--- config.mk ---
export PLATFORM = sky130hd
export DESIGN_NAME = div_sequencer
export DESIGN_NICKNAME = d
export VERILOG_FILES = /design/src/rtl/div_sequencer.sv
export SDC_FILE = /design/constraint.sdc
export NUM_CORES = 1
export LEC_CHECK = 0
export CORE_MARGIN = 2
export CORE_UTILIZATION = 47
export DETAILED_ROUTE_END_ITERATION = 7
export PLACE_DENSITY = 0.75
export RECOVER_POWER = 25
export SLEW_MARGIN = 30
export SYNTH_ARGS = -nofsm -noshare
export SYNTH_HDL_FRONTEND = slang
export SYNTH_SLANG_ARGS = --single-unit
--- constraint.sdc ---
create_clock -name clk -period 4.9 [get_ports clk]
set_clock_uncertainty 0.2 [all_clocks]
set_input_delay 0.49 -clock clk [delete_from_list [all_inputs] [get_ports clk]]
set_output_delay 0.49 -clock clk [all_outputs]
set_load 0.01 [all_outputs]
--- src/rtl/div_sequencer.sv ---
// Multi-cycle radix-2 restoring divide controller for DIV/DIVU.
// Holds the pipeline with stall, then pulses ready with {remainder, quotient}.
module div_sequencer #(
  parameter int WIDTH = 32
) (
  input  logic               clk,
  input  logic               rst,
  input  logic               start,
  input  logic               sign,
  input  logic               annul,
  input  logic [WIDTH-1:0]   opdata1,
  input  logic [WIDTH-1:0]   opdata2,
  output logic [2*WIDTH-1:0] result,
  output logic               ready,
  output logic               stall
);

  localparam int CW = $clog2(WIDTH);

  typedef enum logic [1:0] {IDLE, BYZERO, ON, END} stateType;

  stateType       state, nextState;
  logic [CW-1:0]  counter;
  logic [2*WIDTH:0] work;
  logic [WIDTH-1:0] divisor;
  logic           negQ, negR;

  logic           accept, loadOn, loadZero;
  logic           divByZero;
  logic [WIDTH-1:0] absDividend, absDivisor;
  logic [2*WIDTH:0] shifted, stepped;
  logic [WIDTH+1:0] trial;
  logic [WIDTH-1:0] quoFix, remFix;

  assign divByZero   = (opdata2 == '0);
  assign absDividend = (sign && opdata1[WIDTH-1]) ? -opdata1 : opdata1;
  assign absDivisor  = (sign && opdata2[WIDTH-1]) ? -opdata2 : opdata2;

  // One restoring step: shift, trial-subtract from the upper bits, keep or restore.
  assign shifted = work << 1;
  assign trial   = {1'b0, shifted[2*WIDTH:WIDTH]} - {2'b0, divisor};
  assign stepped = trial[WIDTH+1] ? shifted
                                  : {trial[WIDTH:0], shifted[WIDTH-1:1], 1'b1};

  assign quoFix = negQ ? -stepped[WIDTH-1:0]       : stepped[WIDTH-1:0];
  assign remFix = negR ? -stepped[2*WIDTH-1:WIDTH] : stepped[2*WIDTH-1:WIDTH];

  always_comb begin
    // NOTE: every output of this block gets a default first so no path leaves
    // a value unassigned, which would otherwise infer a latch.
    nextState = state;
    stall     = 1'b0;
    accept    = 1'b0;
    loadOn    = 1'b0;
    loadZero  = 1'b0;
    unique case (state)
      IDLE: begin
        if (start && !annul) begin
          accept    = 1'b1;
          stall     = 1'b1;
          nextState = divByZero ? BYZERO : ON;
        end
      end
      BYZERO: begin
        stall = 1'b1;
        if (annul) begin
          nextState = IDLE;
        end else begin
          loadZero  = 1'b1;
          nextState = END;
        end
      end
      ON: begin
        stall = 1'b1;
        if (annul) begin
          nextState = IDLE;
        end else if (counter == CW'(WIDTH-1)) begin
          loadOn    = 1'b1;
          nextState = END;
        end
      end
      END: begin
        nextState = IDLE;
      end
      default: nextState = IDLE;
    endcase
  end

  // NOTE: sequential state uses non-blocking assignments so every register
  // samples the pre-edge values, independent of statement order.
  always_ff @(posedge clk) begin
    if (rst) begin
      state <= IDLE;
    end else begin
      state <= nextState;
    end
  end

  always_ff @(posedge clk) begin
    if (rst) begin
      counter <= '0;
      work    <= '0;
      divisor <= '0;
      negQ    <= 1'b0;
      negR    <= 1'b0;
      result  <= '0;
      ready   <= 1'b0;
    end else begin
      ready <= loadOn | loadZero;
      if (accept) begin
        // A zero divisor keeps the raw dividend so it can be returned as the remainder.
        work    <= {(WIDTH+1)'(0), divByZero ? opdata1 : absDividend};
        divisor <= absDivisor;
        negQ    <= sign & (opdata1[WIDTH-1] ^ opdata2[WIDTH-1]);
        negR    <= sign & opdata1[WIDTH-1];
        counter <= '0;
      end
      if (state == ON) begin
        work    <= stepped;
        counter <= counter + CW'(1);
      end
      if (loadOn) begin
        result <= {remFix, quoFix};
      end
      if (loadZero) begin
        result <= {work[WIDTH-1:0], {WIDTH{1'b1}}};
      end
    end
  end

endmodule
Word level (Yosys, flattened, before mapping)
Cells that the tools add are included.
{"block": "classes", "n_bitwise": 4, "eq_ne": 6, "n_reduce_logical": 10, "n_addsub": 6, "mux": 26}
{"operator": "two-way mux 64 bit", "count": 5}
{"operator": "two-way mux 32 bit", "count": 5}
{"operator": "negator 32 bit", "count": 4}
{"operator": "subtractor 33 x 32 -> 34 bit", "count": 1}
{"operator": "zero test 32 bit", "count": 1}
{"operator": "two-way mux 2 bit", "count": 5}
{"operator": "two-way mux 5 bit", "count": 2}
{"operator": "case mux 2 bit (4 select lines)", "count": 1}
{"operator": "two-way mux 1 bit", "count": 7}
{"operator": "adder 5 x 1 -> 5 bit (second input constant)", "count": 1}
{"operator": "== test 5 bit (second input constant)", "count": 1}
{"operator": "== test 2 bit (second input constant)", "count": 2}
{"operator": "nonzero test 2 bit", "count": 2}
{"operator": "logical AND 1 bit", "count": 3}
{"operator": "inequality test 3 bit (second input constant)", "count": 1}
{"operator": "bitwise AND 1 bit", "count": 2}
{"operator": "== test 2 x 1 -> 1 bit (second input constant)", "count": 1}
{"operator": "zero test 2 bit", "count": 1}
{"operator": "inequality test 2 bit (second input constant)", "count": 1}
{"operator": "case mux 1 bit (2 select lines)", "count": 1}
{"operator": "AND reduction 2 bit", "count": 1}
{"operator": "OR reduction 2 bit", "count": 1}
{"operator": "zero test 1 bit", "count": 1}
{"operator": "bitwise OR 1 bit", "count": 1}
{"operator": "XOR 1 bit", "count": 1}
{"block": "totals", "input_bits": 69, "out_inout_bits": 66, "elab_cells": 60, "ff_bits": 170}

Longest topological paths before layout
{"block": "logic_depth", "word_depth": 6, "mapped_depth": 23, "ltp_nobuf": 19}

Worst setup path after synthesis
OpenSTA, ideal clock, no wires.
{"block": "synth_path", "path_kind": "register to register", "start": "reg divisor[11]", "end": "reg result[62]", "arrival_time_ps": 4054, "slack_ps": 518, "setup_ps": 129, "period_less_slack_ps": 4382, "required_ps": 4571, "n_path_buf": 4, "path_stages_with_launch": 22, "path_cell_list": "dfxtp_1 > inv_1 > ha_1 > clkbuf_1 > nand2_1 > nor2_1 > o2111ai_1 > and3b_1 > a21o_2 > nand2_1 > buf_2 > clkbuf_1 > buf_2 > nand2_1 > o21ai_0 > ha_1 > inv_1 > nor4_1 > nand2_1 > o41ai_1 > xor2_1 > o21ai_0"}
{"block": "synth_via", "elab_chain_len": 6}
{"item": "from (decl)", "line_no": "25", "source": "logic [WIDTH-1:0] divisor;"}
{"item": "from (signal assigned)", "line_no": "113", "source": "divisor <= absDivisor;"}
{"item": "subtractor 33 x 32 -> 34 bit *", "line_no": "41", "source": "assign trial = {1'b0, shifted[2*WIDTH:WIDTH]} - {2'b0, divisor};"}
{"item": "two-way mux 64 bit *", "line_no": "42", "source": "assign stepped = trial[WIDTH+1] ? shifted"}
{"item": "negator 32 bit", "line_no": "46", "source": "assign remFix = negR ? -stepped[2*WIDTH-1:WIDTH] : stepped[2*WIDTH-1:WIDTH];"}
{"item": "two-way mux 32 bit *", "line_no": "46"}
{"item": "two-way mux 64 bit *", "line_no": "122", "source": "if (loadOn) begin"}
{"item": "two-way mux 64 bit *", "line_no": "125", "source": "if (loadZero) begin"}
{"item": "to (signal assigned)", "line_no": "123", "source": "result <= {remFix, quoFix};"}
{"item": "to (signal assigned)", "line_no": "126", "source": "result <= {work[WIDTH-1:0], {WIDTH{1'b1}}};"}
{"item": "to (decl)", "line_no": "13", "source": "output logic [2*WIDTH-1:0] result,"}
Every way passes the cells marked *; elsewhere a longest branch is shown, timed or not. The select of a mux whose other input is x is not followed.
A chain may end at the register's enable or synchronous reset.

Final worst setup path
{"block": "layout_path", "start": "reg work[37]", "end": "reg result[62]"}
{"block": "layout_via", "elab_chain_len": 6}
{"item": "from (decl)", "line_no": "24", "source": "logic [2*WIDTH:0] work;"}
{"item": "from (signal assigned)", "line_no": "112", "source": "work <= {(WIDTH+1)'(0), divByZero ? opdata1 : absDividend};"}
{"item": "from (signal assigned)", "line_no": "119", "source": "work <= stepped;"}
{"item": "subtractor 33 x 32 -> 34 bit", "line_no": "41"}
{"item": "two-way mux 64 bit *", "line_no": "42"}
{"item": "negator 32 bit", "line_no": "46"}
{"item": "two-way mux 32 bit *", "line_no": "46"}
{"item": "two-way mux 64 bit *", "line_no": "122"}
{"item": "two-way mux 64 bit *", "line_no": "125"}
Marked as above.

==> impl.org <==
** Status
- The run finished with clean final reports.

** Worst setup path
- The cell that appears most often on the critical path is nand2_1.
- The worst setup path is launched from a flip-flop.
- Data required, critical path :: roughly 5000 ps
- At the worst endpoint, the arrival time is 4640 ps.
- The worst setup path is captured at a flip-flop.
- Along the worst path, the maximum fanout reaches 11.
- The worst setup path is of the flip-flop to flip-flop kind.
- Delay-heaviest family, CP :: compound AO/OA/AOI/OAI gates
- The signal on the critical path passes through ha_1 -> a211oi_1 -> o21bai_1 -> nand2_1 -> and3b_1 -> a21o_2 -> nand2_1 -> buf_4 -> a21oi_1 -> inv_1 -> ha_1 -> inv_1 -> nor4_1 -> buf_4 -> nand2_1 -> o41ai_1 -> xor2_1 -> o21ai_0.
- In this design, the stage delay of the slowest critical-path cell is 510 ps.
- Critical path buffer and inverter count :: 4
- Crit-path slowest cell :: ha_1

** Die
- FP Rows :: a little under 60
- In this run the count of I/O pins placed on the die edge is 135.
- Area of the die :: between 20000 and 30000 µm²
- Measured along the y axis, the die boundary spans ~160 µm.
- The total area inside the core boundary comes to between 20000 and 25000 µm².
- For this configuration, the core starts out at a cell density of 0.474.
- The die is approximately 160 µm wide.

** GRT
- For this run, global-route usage on met3 was measured as 0.0311.
- Met1 capacity usage during global routing :: 0.372
- Entering global routing, the biggest net connects roughly 90 pins.
- The total overflow left after global routing is 0.
- Vias in the first global route :: between 10000 and 15000
- Wire length of the first global-routing pass :: around 57000 µm
- Initial antenna violation count :: 0
- Global-route usage over all layers :: 0.266
- In this run the most used layer during global routing was met2.
- For this run, global-route usage on met2 was measured as 0.428.

** CTS
- H-tree depth reported by CTS :: 4
- Buffers inserted by post-CTS timing repair :: 0
- CTS saw 170 sinks.
- After clock tree synthesis, the clock-pin slew on the worst setup and hold paths is approximately 70 ps.
- The cell sitting at the root of the clock tree is a clkbuf_16.
- Clock latency of the later-clocked register in the worst-skew pair :: 440 ps
- TritonCTS built the clock tree.
- Maximum clock insertion buffer count :: 2
- The number of clock buffers added by TritonCTS is 17.

** Timing
- The number of slew-limit violations in the final report was 0.
- Time the final worst path needs with I/O delays and setup :: roughly 4500 ps
- Derived from the worst setup path, the maximum achievable clock frequency is 220 MHz.
- Fraction of the cycle the final worst path needs :: 0.926
- Setup TNS :: 0 ps
- Final Hold Violating Endpoints :: 0
- Slew margin rel. :: 0.357
- At the pin with the least slew margin, the transition time is roughly 960 ps.
- Setup repair after global routing left no endpoint under its margin.
- Setup Viol. Count Final :: 0

** Pwr
- Pleak :: roughly 5.4 nW
- Power comes to 9.62 mW.
- Across the VDD grid, the largest voltage drop is about 400 µV.
- Cell Pwr Density :: slightly below 700 nW/µm²

** Drt
- The first TritonRoute pass finished after 6 iterations.
- In the routed design, unresolved DRC markers number 0.
- DR iter-0 viols :: roughly 1000
- Using the TritonRoute via totals, the vias-per-cell ratio works out to between 5 and 6.
- For this block, the routed nets add up to around 36000 µm of wire.
- Drt wl/cell :: between 15 and 20 µm
- Routed vias :: 12031
- Antenna-violating nets left :: 0

** Finish
- In the final layout, flip-flops and latches occupy 3400 µm².
- Area of combinational cells with multiple inputs :: ~7800 µm²
- In the final design database the tool counted between 1500 and 2000 nets.
- After filler insertion, the fill cell instance count of the layout stands at about 2400.
- Ant diodes :: 0
- Signed area change from the synthesized netlist to the final layout :: 18.2%
- Share of post-route cells with drive strength above 1 :: 0.0547

** Synth
- Post-synthesis net count :: between 1500 and 2000
- Yosys warning count :: 0
- The number of different library cells used by synthesis comes to 79.
- Post-synthesis sequential element count :: 170
- The synthesized design contains 0 enable-type register cells.
- Each instance of the synthesized netlist takes up on average 7.40 µm².
- The synthesized netlist occupies a cell area of approximately 12000 µm².
- Synthesis produced approximately 1600 cells.
- The most used flip-flop cell after synthesis is dfxtp_1.
- Proportion of synthesized chip area in sequential cells :: 0.288
- Asr flop ratio synth :: 0

** Placed design
- The congestion estimate from routability-driven global placement came to 0.968.
- Detailed placement HPWL :: about 27000 µm
- Buffers added on ports :: approximately 130

** Min path
- HP Class :: flip-flop to flip-flop

** Run
- Max_cap viols :: 0
[metal layers]
layer	wire (µm)	up-vias
met5	0	-
met4	861	0
met3	2330	69
met2	16200	466
met1	16300	5596
li1	-	5900
[flip-flops by register name, indices dropped and copies added, names as in the netlist]
register  count
counter       5
divisor      32
negQ          1
negR          1
ready         1
result       64
state         2
work         64
[Yosys cell counts, types with 5 or more instances]
cell	instances	area (µm²)
inv_1	55	206
a311oi_1	19	166
o21ai_0	86	430
ha_1	43	538
o211a_1	5	50.1
o21a_1	12	90.1
or4_1	14	105
nor4_1	12	75.1
or3_1	24	150
dfxtp_1	170	3400
nor3_1	30	150
nand3_1	26	130
nand2_1	144	541
a211oi_1	92	691
and3_1	26	163
clkbuf_1	85	319
a22oi_1	14	105
xnor2_1	44	385
a31oi_1	23	144
a21o_1	10	75.1
o41ai_1	20	175
a21oi_1	127	636
nand2b_1	10	62.6
o31ai_1	27	203
nor2_1	254	953
buf_2	10	50.1
or2_2	5	31.3
o211ai_1	7	52.6
buf_1	10	37.5
mux2i_1	12	120
nand4_1	8	50.1
o21ai_1	5	25.0
xor2_1	87	762
[cells by family after synthesis]
family                   synth area share
adder cells (fa/ha/maj)            0.0473
flip-flops                          0.288
AO/OA/AOI/OAI                       0.271
AND/OR/NAND/NOR                     0.228
XOR/XNOR                           0.0972
buffers and inverters              0.0573
multiplexers                       0.0111
[through the flow]
step	util	instances	setup slack, ps	hold WS (ps)	cell area (µm²)
6_report	0.561	2011	363	260	14000
5_1_grt	0.561	2011	6.20	265	14000
4_1_cts	0.561	2011	453	261	14000
3_5_place_dp	0.537	1979	535	250	13400
3_3_place_gp	0.537	1979	626	241	13400
2_1_floorplan	-	1596	518	232	11800
[worst min-delay path: cells and delay by family (launching register included)]
family | cells | cell delay [ps]
simple gates | 1 | 50
flops | 1 | 310
compound gates | 1 | 50
[where the power goes]
part	total [mW]	switching (mW)	leakage (nW)	internal, mW
registers	2.01	0.336	1.38	1.67
clock network	1.38	0.689	0.291	0.693
logic	6.23	3.87	3.72	2.36
[placed cells by master (no fill, tap or decap), drive strengths merged, types with 5 or more instances in the layout]
cell type        n
or3             24
mux2i           12
o211a            5
xor2            87
o21a            12
nor3            31
o41ai           20
nand4            8
a21oi          127
a22oi           14
dfxtp          170
nor4            14
nand3b           5
o211ai           7
nand2b          10
or4             16
clkdlybuf4s50   75
a31oi           23
nor2           254
and3            27
xnor2           44
clkbuf          17
o21ai           91
ha              43
dlygate4sd3     58
a211oi          93
inv             67
buf             31
a311oi          19
or2              7
nand3           26
nand2          144
a21o            11
o31ai           31
[final cells by class]
class | instances | share of cell area
tap | 330 | 0.0296
timing repair buffer | 164 | 0.113
clock buffer | 17 | 0.0305
inverter | 57 | 0.0153
clock inverter | 15 | 0.0122
sequential | 170 | 0.244
multi-input combinational | 1258 | 0.556
[timing repair]
item | CTS | global route
hold buffers | 0 | 0
setup endpoints to repair | 0 | 1
resized for setup | 0 | 1
[path summary, 6_finish.rpt]
kind	startpoint	end	slack (ps)	depth (start not counted)
setup / recovery	work[37]	result[62]	360	18
hold / removal	divisor[31]	divisor[31]	260	2
setup reg to reg	work[37]	result[62]	360	18
hold reg to reg	divisor[31]	divisor[31]	260	2
Power figures use the tool's default switching activity.
